`src/rtl/pulse_tx_pkg.sv`:
```
// Shared definitions for the multi-channel pulse transmitter: FSM encoding,
// sym_data field layout helpers and parameter range limits.
package pulse_tx_pkg;

    typedef enum logic {
        IDLE = 1'b0,
        RUN  = 1'b1
    } state_t;

    localparam int NUM_CH_MIN     = 1;
    localparam int NUM_CH_MAX     = 8;
    localparam int DUR_W_MIN      = 4;
    localparam int DUR_W_MAX      = 16;
    localparam int FIFO_DEPTH_MIN = 2;
    localparam int FIFO_DEPTH_MAX = 32;

    // sym_data = {last, levels[NUM_CH-1:0], duration[DUR_W-1:0]}
    function automatic int sym_width(input int num_ch, input int dur_w);
        return num_ch + dur_w + 1;
    endfunction

    function automatic int dur_lsb(input int num_ch, input int dur_w);
        return (num_ch + dur_w) * 0;
    endfunction

    function automatic int level_lsb(input int num_ch, input int dur_w);
        return dur_w + (num_ch * 0);
    endfunction

    function automatic int last_bit(input int num_ch, input int dur_w);
        return num_ch + dur_w;
    endfunction

endpackage

```
`src/rtl/pulse_tx_symbol_fifo.sv`:
```
// First-word-fall-through symbol FIFO with push, pop, flush and occupancy count.
// A push while full is accepted only when a pop happens on the same edge.
module pulse_tx_symbol_fifo #(
    parameter int WIDTH = 19,
    parameter int DEPTH = 8
) (
    input  logic                     clk,
    input  logic                     rst_n,
    input  logic                     push,
    input  logic                     pop,
    input  logic                     flush,
    input  logic [WIDTH-1:0]         wr_data,
    output logic [WIDTH-1:0]         rd_data,
    output logic                     full,
    output logic                     empty,
    output logic [$clog2(DEPTH):0]   count
);

    localparam int AW = $clog2(DEPTH);

    logic [WIDTH-1:0] mem [DEPTH];
    logic [AW-1:0]    wr_ptr_reg;
    logic [AW-1:0]    rd_ptr_reg;
    logic [AW:0]      count_reg;
    logic             do_push;
    logic             do_pop;

    assign full    = (count_reg == (AW+1)'(DEPTH));
    assign empty   = (count_reg == '0);
    assign do_pop  = pop && !empty;
    assign do_push = push && (!full || do_pop);
    assign count   = count_reg;
    assign rd_data = mem[rd_ptr_reg];

    always_ff @(posedge clk) begin
        if (!rst_n || flush) begin
            wr_ptr_reg <= '0;
            rd_ptr_reg <= '0;
            count_reg  <= '0;
        end else begin
            if (do_push) wr_ptr_reg <= wr_ptr_reg + AW'(1);
            if (do_pop)  rd_ptr_reg <= rd_ptr_reg + AW'(1);
            count_reg <= count_reg + (AW+1)'(do_push) - (AW+1)'(do_pop);
        end
    end

    always_ff @(posedge clk) begin
        if (do_push) mem[wr_ptr_reg] <= wr_data;
    end

endmodule

```
`src/rtl/multi_pulse_transmitter.sv`:
```
// Multi-channel timed pulse transmitter fed from a symbol FIFO.
// Define PULSE_TX_CARRIER_EN to add carrier modulation on masked channels.
module multi_pulse_transmitter
    import pulse_tx_pkg::*;
#(
    parameter int NUM_CH     = 2,
    parameter int DUR_W      = 16,
    parameter int FIFO_DEPTH = 8
) (
    input  logic                          clk,
    input  logic                          rst_n,
    input  logic [NUM_CH+DUR_W:0]         sym_data,
    input  logic                          sym_valid,
    output logic                          sym_ready,
    input  logic                          start,
    input  logic                          stop,
    input  logic                          flush,
    input  logic [7:0]                    cfg_prescaler,
    input  logic [NUM_CH-1:0]             cfg_idle_level,
    input  logic [NUM_CH-1:0]             cfg_invert,
    input  logic [15:0]                   cfg_carrier_half,
    input  logic [NUM_CH-1:0]             cfg_carrier_mask,
    output logic                          busy,
    output logic                          done,
    output logic                          underrun,
    input  logic                          underrun_clr,
    output logic [NUM_CH-1:0]             pulse_out,
    output logic [$clog2(FIFO_DEPTH):0]   fifo_count
);

    localparam int SYM_W   = sym_width(NUM_CH, DUR_W);
    localparam int DUR_LSB = dur_lsb(NUM_CH, DUR_W);
    localparam int LVL_LSB = level_lsb(NUM_CH, DUR_W);
    localparam int LAST_B  = last_bit(NUM_CH, DUR_W);

    logic [SYM_W-1:0]  head;
    logic              full;
    logic              empty;
    logic              push;
    logic              load;

    state_t            state_reg, state_next;
    logic [NUM_CH-1:0] level_reg, level_next;
    logic              last_reg;
    logic [DUR_W-1:0]  dur_reg;
    logic [7:0]        pre_cnt_reg;
    logic [7:0]        presc_reg;
    logic              done_next;
    logic              underrun_set;
    logic              tick;
    logic              expire;
    logic [NUM_CH-1:0] mod_mask;
    logic [NUM_CH-1:0] pulse_next;

    // Accepting a push while full is safe only because the same edge pops.
    assign push       = sym_valid && (!full || load);
    assign sym_ready  = !full;
    assign busy       = (state_reg == RUN);

    pulse_tx_symbol_fifo #(
        .WIDTH (SYM_W),
        .DEPTH (FIFO_DEPTH)
    ) u_fifo (
        .clk     (clk),
        .rst_n   (rst_n),
        .push    (push),
        .pop     (load),
        .flush   (flush),
        .wr_data (sym_data),
        .rd_data (head),
        .full    (full),
        .empty   (empty),
        .count   (fifo_count)
    );

    assign tick   = (pre_cnt_reg == presc_reg);
    assign expire = (state_reg == RUN) && tick && (dur_reg == '0);

    always_comb begin
        state_next   = state_reg;
        load         = 1'b0;
        done_next    = 1'b0;
        underrun_set = 1'b0;
        case (state_reg)
            IDLE: begin
                if (start && !empty) begin
                    load       = 1'b1;
                    state_next = RUN;
                end
            end
            RUN: begin
                if (stop) begin
                    state_next = IDLE;
                end else if (expire) begin
                    if (last_reg) begin
                        state_next = IDLE;
                        done_next  = 1'b1;
                    end else if (!empty) begin
                        load = 1'b1;
                    end else begin
                        state_next   = IDLE;
                        underrun_set = 1'b1;
                    end
                end
            end
            default: state_next = IDLE;
        endcase
        level_next = load ? head[LVL_LSB +: NUM_CH] : level_reg;
    end

`ifdef PULSE_TX_CARRIER_EN
    logic              carrier_reg, carrier_next;
    logic [15:0]       ccnt_reg, ccnt_next;
    logic [15:0]       half_reg, half_next;
    logic [NUM_CH-1:0] mask_reg, mask_next;

    always_comb begin
        half_next = load ? cfg_carrier_half : half_reg;
        mask_next = load ? cfg_carrier_mask : mask_reg;
        if (state_next != RUN) begin
            carrier_next = 1'b0;
            ccnt_next    = '0;
        end else if (state_reg != RUN) begin
            carrier_next = 1'b1;
            ccnt_next    = '0;
        end else if (ccnt_reg == half_next) begin
            carrier_next = ~carrier_reg;
            ccnt_next    = '0;
        end else begin
            carrier_next = carrier_reg;
            ccnt_next    = ccnt_reg + 16'd1;
        end
        mod_mask = ~(mask_next & {NUM_CH{~carrier_next}});
    end

    always_ff @(posedge clk) begin
        if (!rst_n) begin
            carrier_reg <= 1'b0;
            ccnt_reg    <= '0;
            half_reg    <= '0;
            mask_reg    <= '0;
        end else begin
            carrier_reg <= carrier_next;
            ccnt_reg    <= ccnt_next;
            half_reg    <= half_next;
            mask_reg    <= mask_next;
        end
    end
`else
    logic unused_carrier_cfg;
    assign unused_carrier_cfg = ^{cfg_carrier_half, cfg_carrier_mask};
    assign mod_mask = '1;
`endif

    // Output is computed from next-state values so it changes on the load edge.
    assign pulse_next = ((state_next == RUN) ? (level_next & mod_mask) : cfg_idle_level)
                        ^ cfg_invert;

    always_ff @(posedge clk) begin
        if (!rst_n) begin
            state_reg   <= IDLE;
            level_reg   <= '0;
            last_reg    <= 1'b0;
            dur_reg     <= '0;
            pre_cnt_reg <= '0;
            presc_reg   <= '0;
            done        <= 1'b0;
            underrun    <= 1'b0;
            pulse_out   <= '0;
        end else begin
            state_reg <= state_next;
            level_reg <= level_next;
            done      <= done_next;
            pulse_out <= pulse_next;
            if (load) begin
                last_reg    <= head[LAST_B];
                dur_reg     <= head[DUR_LSB +: DUR_W];
                pre_cnt_reg <= '0;
                presc_reg   <= cfg_prescaler;
            end else if (state_reg == RUN) begin
                if (tick) begin
                    pre_cnt_reg <= '0;
                    if (dur_reg != '0) dur_reg <= dur_reg - DUR_W'(1);
                end else begin
                    pre_cnt_reg <= pre_cnt_reg + 8'd1;
                end
            end
            if (underrun_set)      underrun <= 1'b1;
            else if (underrun_clr) underrun <= 1'b0;
        end
    end

endmodule

```
`config.mk`:
```
export PLATFORM = sky130hd
export DESIGN_NAME = multi_pulse_transmitter
export DESIGN_NICKNAME = d
export VERILOG_FILES = /design/src/rtl/pulse_tx_pkg.sv /design/src/rtl/pulse_tx_symbol_fifo.sv /design/src/rtl/multi_pulse_transmitter.sv
export SDC_FILE = /design/constraint.sdc
export NUM_CORES = 1
export LEC_CHECK = 0
export BUFFER_PORTS_ARGS = -buffer_cell sky130_fd_sc_hd__buf_2
export CAP_MARGIN = 10
export CELL_PAD_IN_SITES_DETAIL_PLACEMENT = 0
export CELL_PAD_IN_SITES_GLOBAL_PLACEMENT = 1
export CORE_ASPECT_RATIO = 0.5
export CORE_MARGIN = 2
export CORE_UTILIZATION = 35
export CTS_CLUSTER_DIAMETER = 30
export DETAILED_ROUTE_END_ITERATION = 16
export GPL_ROUTABILITY_DRIVEN = 0
export PLACE_DENSITY = 0.68
export REMOVE_ABC_BUFFERS = 1
export SLEW_MARGIN = 20
export SYNTH_ARGS = -nofsm -noshare
export SYNTH_HDL_FRONTEND = slang
export SYNTH_SLANG_ARGS = --single-unit
```
`constraint.sdc`:
```
create_clock -name clk -period 9.12 [get_ports clk]
set_input_delay 1.368 -clock clk [delete_from_list [all_inputs] [get_ports clk]]
set_output_delay 1.368 -clock clk [all_outputs]
set_load 0.03 [all_outputs]
```
==> results.sh <==
export IMPL_drt_initial_drc_count=345
export IMPL_avgSynthCellArea_um2=14.7
export IMPL_instances_no_fill=1012
export IMPL_path_class="reg -> reg"
export IMPL_regArea_um2=5630
export IMPL_status="completed"
export IMPL_drc=0
export IMPL_reg2reg_slack_ps=5140
export IMPL_hpwlAfterDp_um=11100
export IMPL_largest_reg_flops=152
export IMPL_critical_path_buf_inv_count=3
export IMPL_power_net_switching_uw=957
export IMPL_syn_inst=587
export IMPL_clockBufferDepth=3
export IMPL_coreArea_um2=24100
export IMPL_cts_root_buf="clkbuf_16"
export IMPL_synth_area_leaders="edfxtp_1, dfxtp_1, mux4_2"
export IMPL_place_inst=956
export IMPL_grt_max_degree=38
export IMPL_via_per_inst=5.08
export IMPL_rsz0062_at_grt="no"
export IMPL_path_clk_slew_ps=50
export IMPL_p_int_mw=2.12
export IMPL_fin_crit_sh_pct=43.6
export IMPL_fill_cells=2133
export IMPL_clk_insertion_delay_late_ps=560
export IMPL_critPathMaxFanout=22
export IMPL_synth_common_cells="edfxtp_1, dfxtp_1, nor2_1, nand2_1, mux4_2"
export IMPL_post_cts_buffers=0
export IMPL_synth_enable_flop_cells=152
export IMPL_ys_seq_area_share_pct=65.3
export IMPL_startpoint_type="flop"
export IMPL_fp_row_count=40
export IMPL_numCtsBuffers=31
export IMPL_critical_path_required_ps=9340
export IMPL_area_delta_synth_final_pct=19.9
export IMPL_cts_tree="done"
export IMPL_hold_path_class="reg -> reg"
export IMPL_final_layout_size_suffix_gt1_share_pct=25.9
export IMPL_die_height_um=115
export IMPL_relSlewSlack_pct=42.6
export IMPL_period_minus_slack_ps=3980
export IMPL_synth_most_common_cell="edfxtp_1"
export IMPL_vias=5139
export IMPL_finalSetupViolations=0
export IMPL_pwr_share_seq_pct=37.2
export IMPL_antenna_cells=0
export IMPL_cpPeakStageDelay_ps=670
export IMPL_initial_utilization_pct=35.8
export IMPL_clkPwrFrac_pct=37.9
export IMPL_worstPathArrival_ps=4200
export IMPL_worstHoldStart="presc_reg[1]"
export IMPL_numPortBuffers=47
export IMPL_hold_end="presc_reg[1]"
export IMPL_comb_power_share_pct=24.9
export IMPL_leakage_nw=3.49
export IMPL_fmax_mhz=251
export IMPL_multi_input_area_um2=2850
export IMPL_crit_reg2reg_launch="dur_reg[6]"
export IMPL_die_width_um=226
export IMPL_die_area_um2=26000
export IMPL_sw_frac_of_total_pct=31.1
export IMPL_ys_ff_latch=205
export IMPL_synth_top_area_cell="edfxtp_1"
export IMPL_r2r_worst_path_cells=10
export IMPL_setup_tns_ps=0
export IMPL_skew_ps=25.1
export IMPL_cp_slowest_cell="nor4_4"
export IMPL_netlist_area_um2=8620
export IMPL_fin_nets=721
export IMPL_synth_top_area_share_pct=53.0
export IMPL_cts_sinks=205
export IMPL_ir_drop_mv=0.175
export IMPL_critPathTopFamily="simple AND/OR/NAND/NOR gates"
export IMPL_cts_max_level=1
export IMPL_whs_path_depth=2
export IMPL_crit_chain="nor4_4, nand4_4, nor4_4, nor2_1, inv_2, o21ai_2, inv_2, nand2_1, nor3b_2, buf_4"
export IMPL_dr_pass1_iters=4
export IMPL_maxCapViolCount=0
export IMPL_grt_pass1_wl_um=29100
export IMPL_final_hold_viol_count=0
export IMPL_antenna_found_initial=1
export IMPL_powerDensity_nw_per_um2=298
export IMPL_grt_pass1_vias=5106
export IMPL_cts_hold_buf=0
export IMPL_yosysUniqueCellTypes=52
export IMPL_post_drt_wl_per_cell_um=18.5
export IMPL_grt_overflow=0
export IMPL_synthFlopType="edfxtp_1"
export IMPL_drt_total_wl_um=18700
export IMPL_cp_end_kind="flop"
export IMPL_yosys_warnings=0
export IMPL_grtUsageTotal_pct=14.6
export IMPL_post_cts_resized=0
export IMPL_slew_violations=0
export IMPL_ios=66
export IMPL_async_flop_share_pct=0
export IMPL_worst_slew_pin_slew_ps=862
export IMPL_ant_nets=0
export IMPL_rr_endpoint="u_fifo.mem[6][0]"
==> through the flow <==
step	utilization (%)	setup slack, ps	power (mW)	hold slack, ps	cell area (um2)
floorplan	-	3710	1.71	444	8500
global placement	38.6	4680	1.92	456	9300
detailed placement	38.6	4630	1.93	461	9300
CTS	42.9	5060	3.10	468	10300
global route	42.9	4860	3.23	489	10300
finish	42.9	5140	3.08	462	10300
==> worst reg2reg max path, stage by stage, from the launching register on <==
cell and delay, ps:
dfxtp_1 420, nor4_4 570, nand4_4 290, nor4_4 680
nor2_1 150, inv_2 390, o21ai_2 210, inv_2 170
nand2_1 170, nor3b_2 230, buf_4 350
==> cell type report <==
class / instances / area share, %
sequential: 205 / 54.4
timing repair buffer: 60 / 3.22
tap: 336 / 4.07
clock inverter: 19 / 2.31
inverter: 17 / 0.618
multi-input combinational: 338 / 27.6
clock buffer: 37 / 7.72
==> worst max-delay path by stage <==
stage	startpoint	end	slack, ps	cells after the start
after floorplan	start	u_fifo.mem[2][0]	3710	6
after global placement	stop	u_fifo.mem[6][6]	4680	11
after detailed placement	stop	u_fifo.mem[6][0]	4630	11
after CTS	dur_reg[6]	u_fifo.mem[6][1]	5060	10
after global routing	dur_reg[0]	u_fifo.mem[6][14]	4860	12
final	dur_reg[6]	u_fifo.mem[6][0]	5140	10
==> power by group through the flow <==
stage               logic (mW)  registers (mW)  clock network (mW)
finish                   0.765            1.15                1.17
global placement         0.757            1.16                   0
CTS                      0.769            1.14                1.19
floorplan                0.528            1.18                   0
detailed placement       0.765            1.16                   0
global route             0.846            1.16                1.23
==> cell usage in the layout, fill, tap and decap left out, types with 14 or more instances in the layout <==
master / instances
nand2_1: 44
nor2_1: 45
mux2i_1: 14
dfxtp_1: 52
clkbuf_16: 31
a21oi_1: 22
buf_2: 47
edfxtp_1: 152
mux4_2: 38
==> cells by family after synthesis <==
kind of cell,count (synthesis),synth area share (%)
and+or+nand+nor,160,9.78
DFF,205,65.3
AOI/OAI and AO/OA,85,6.30
buffers and inverters,44,2.12
muxes,59,12.5
xor gates and xnor gates,22,2.24
adders and majority gates,12,1.83
==> layer usage <==
metal  track usage, %  vias to the layer above  wire length [um]
met1             20.6                     2596              8960
li1                 -                     2406                 -
met2             23.3                      110              8550
met5                0                        -                 0
met3             2.89                       27               867
met4             4.11                        0               326
No activity file was read; power rests on OpenSTA's default activity.
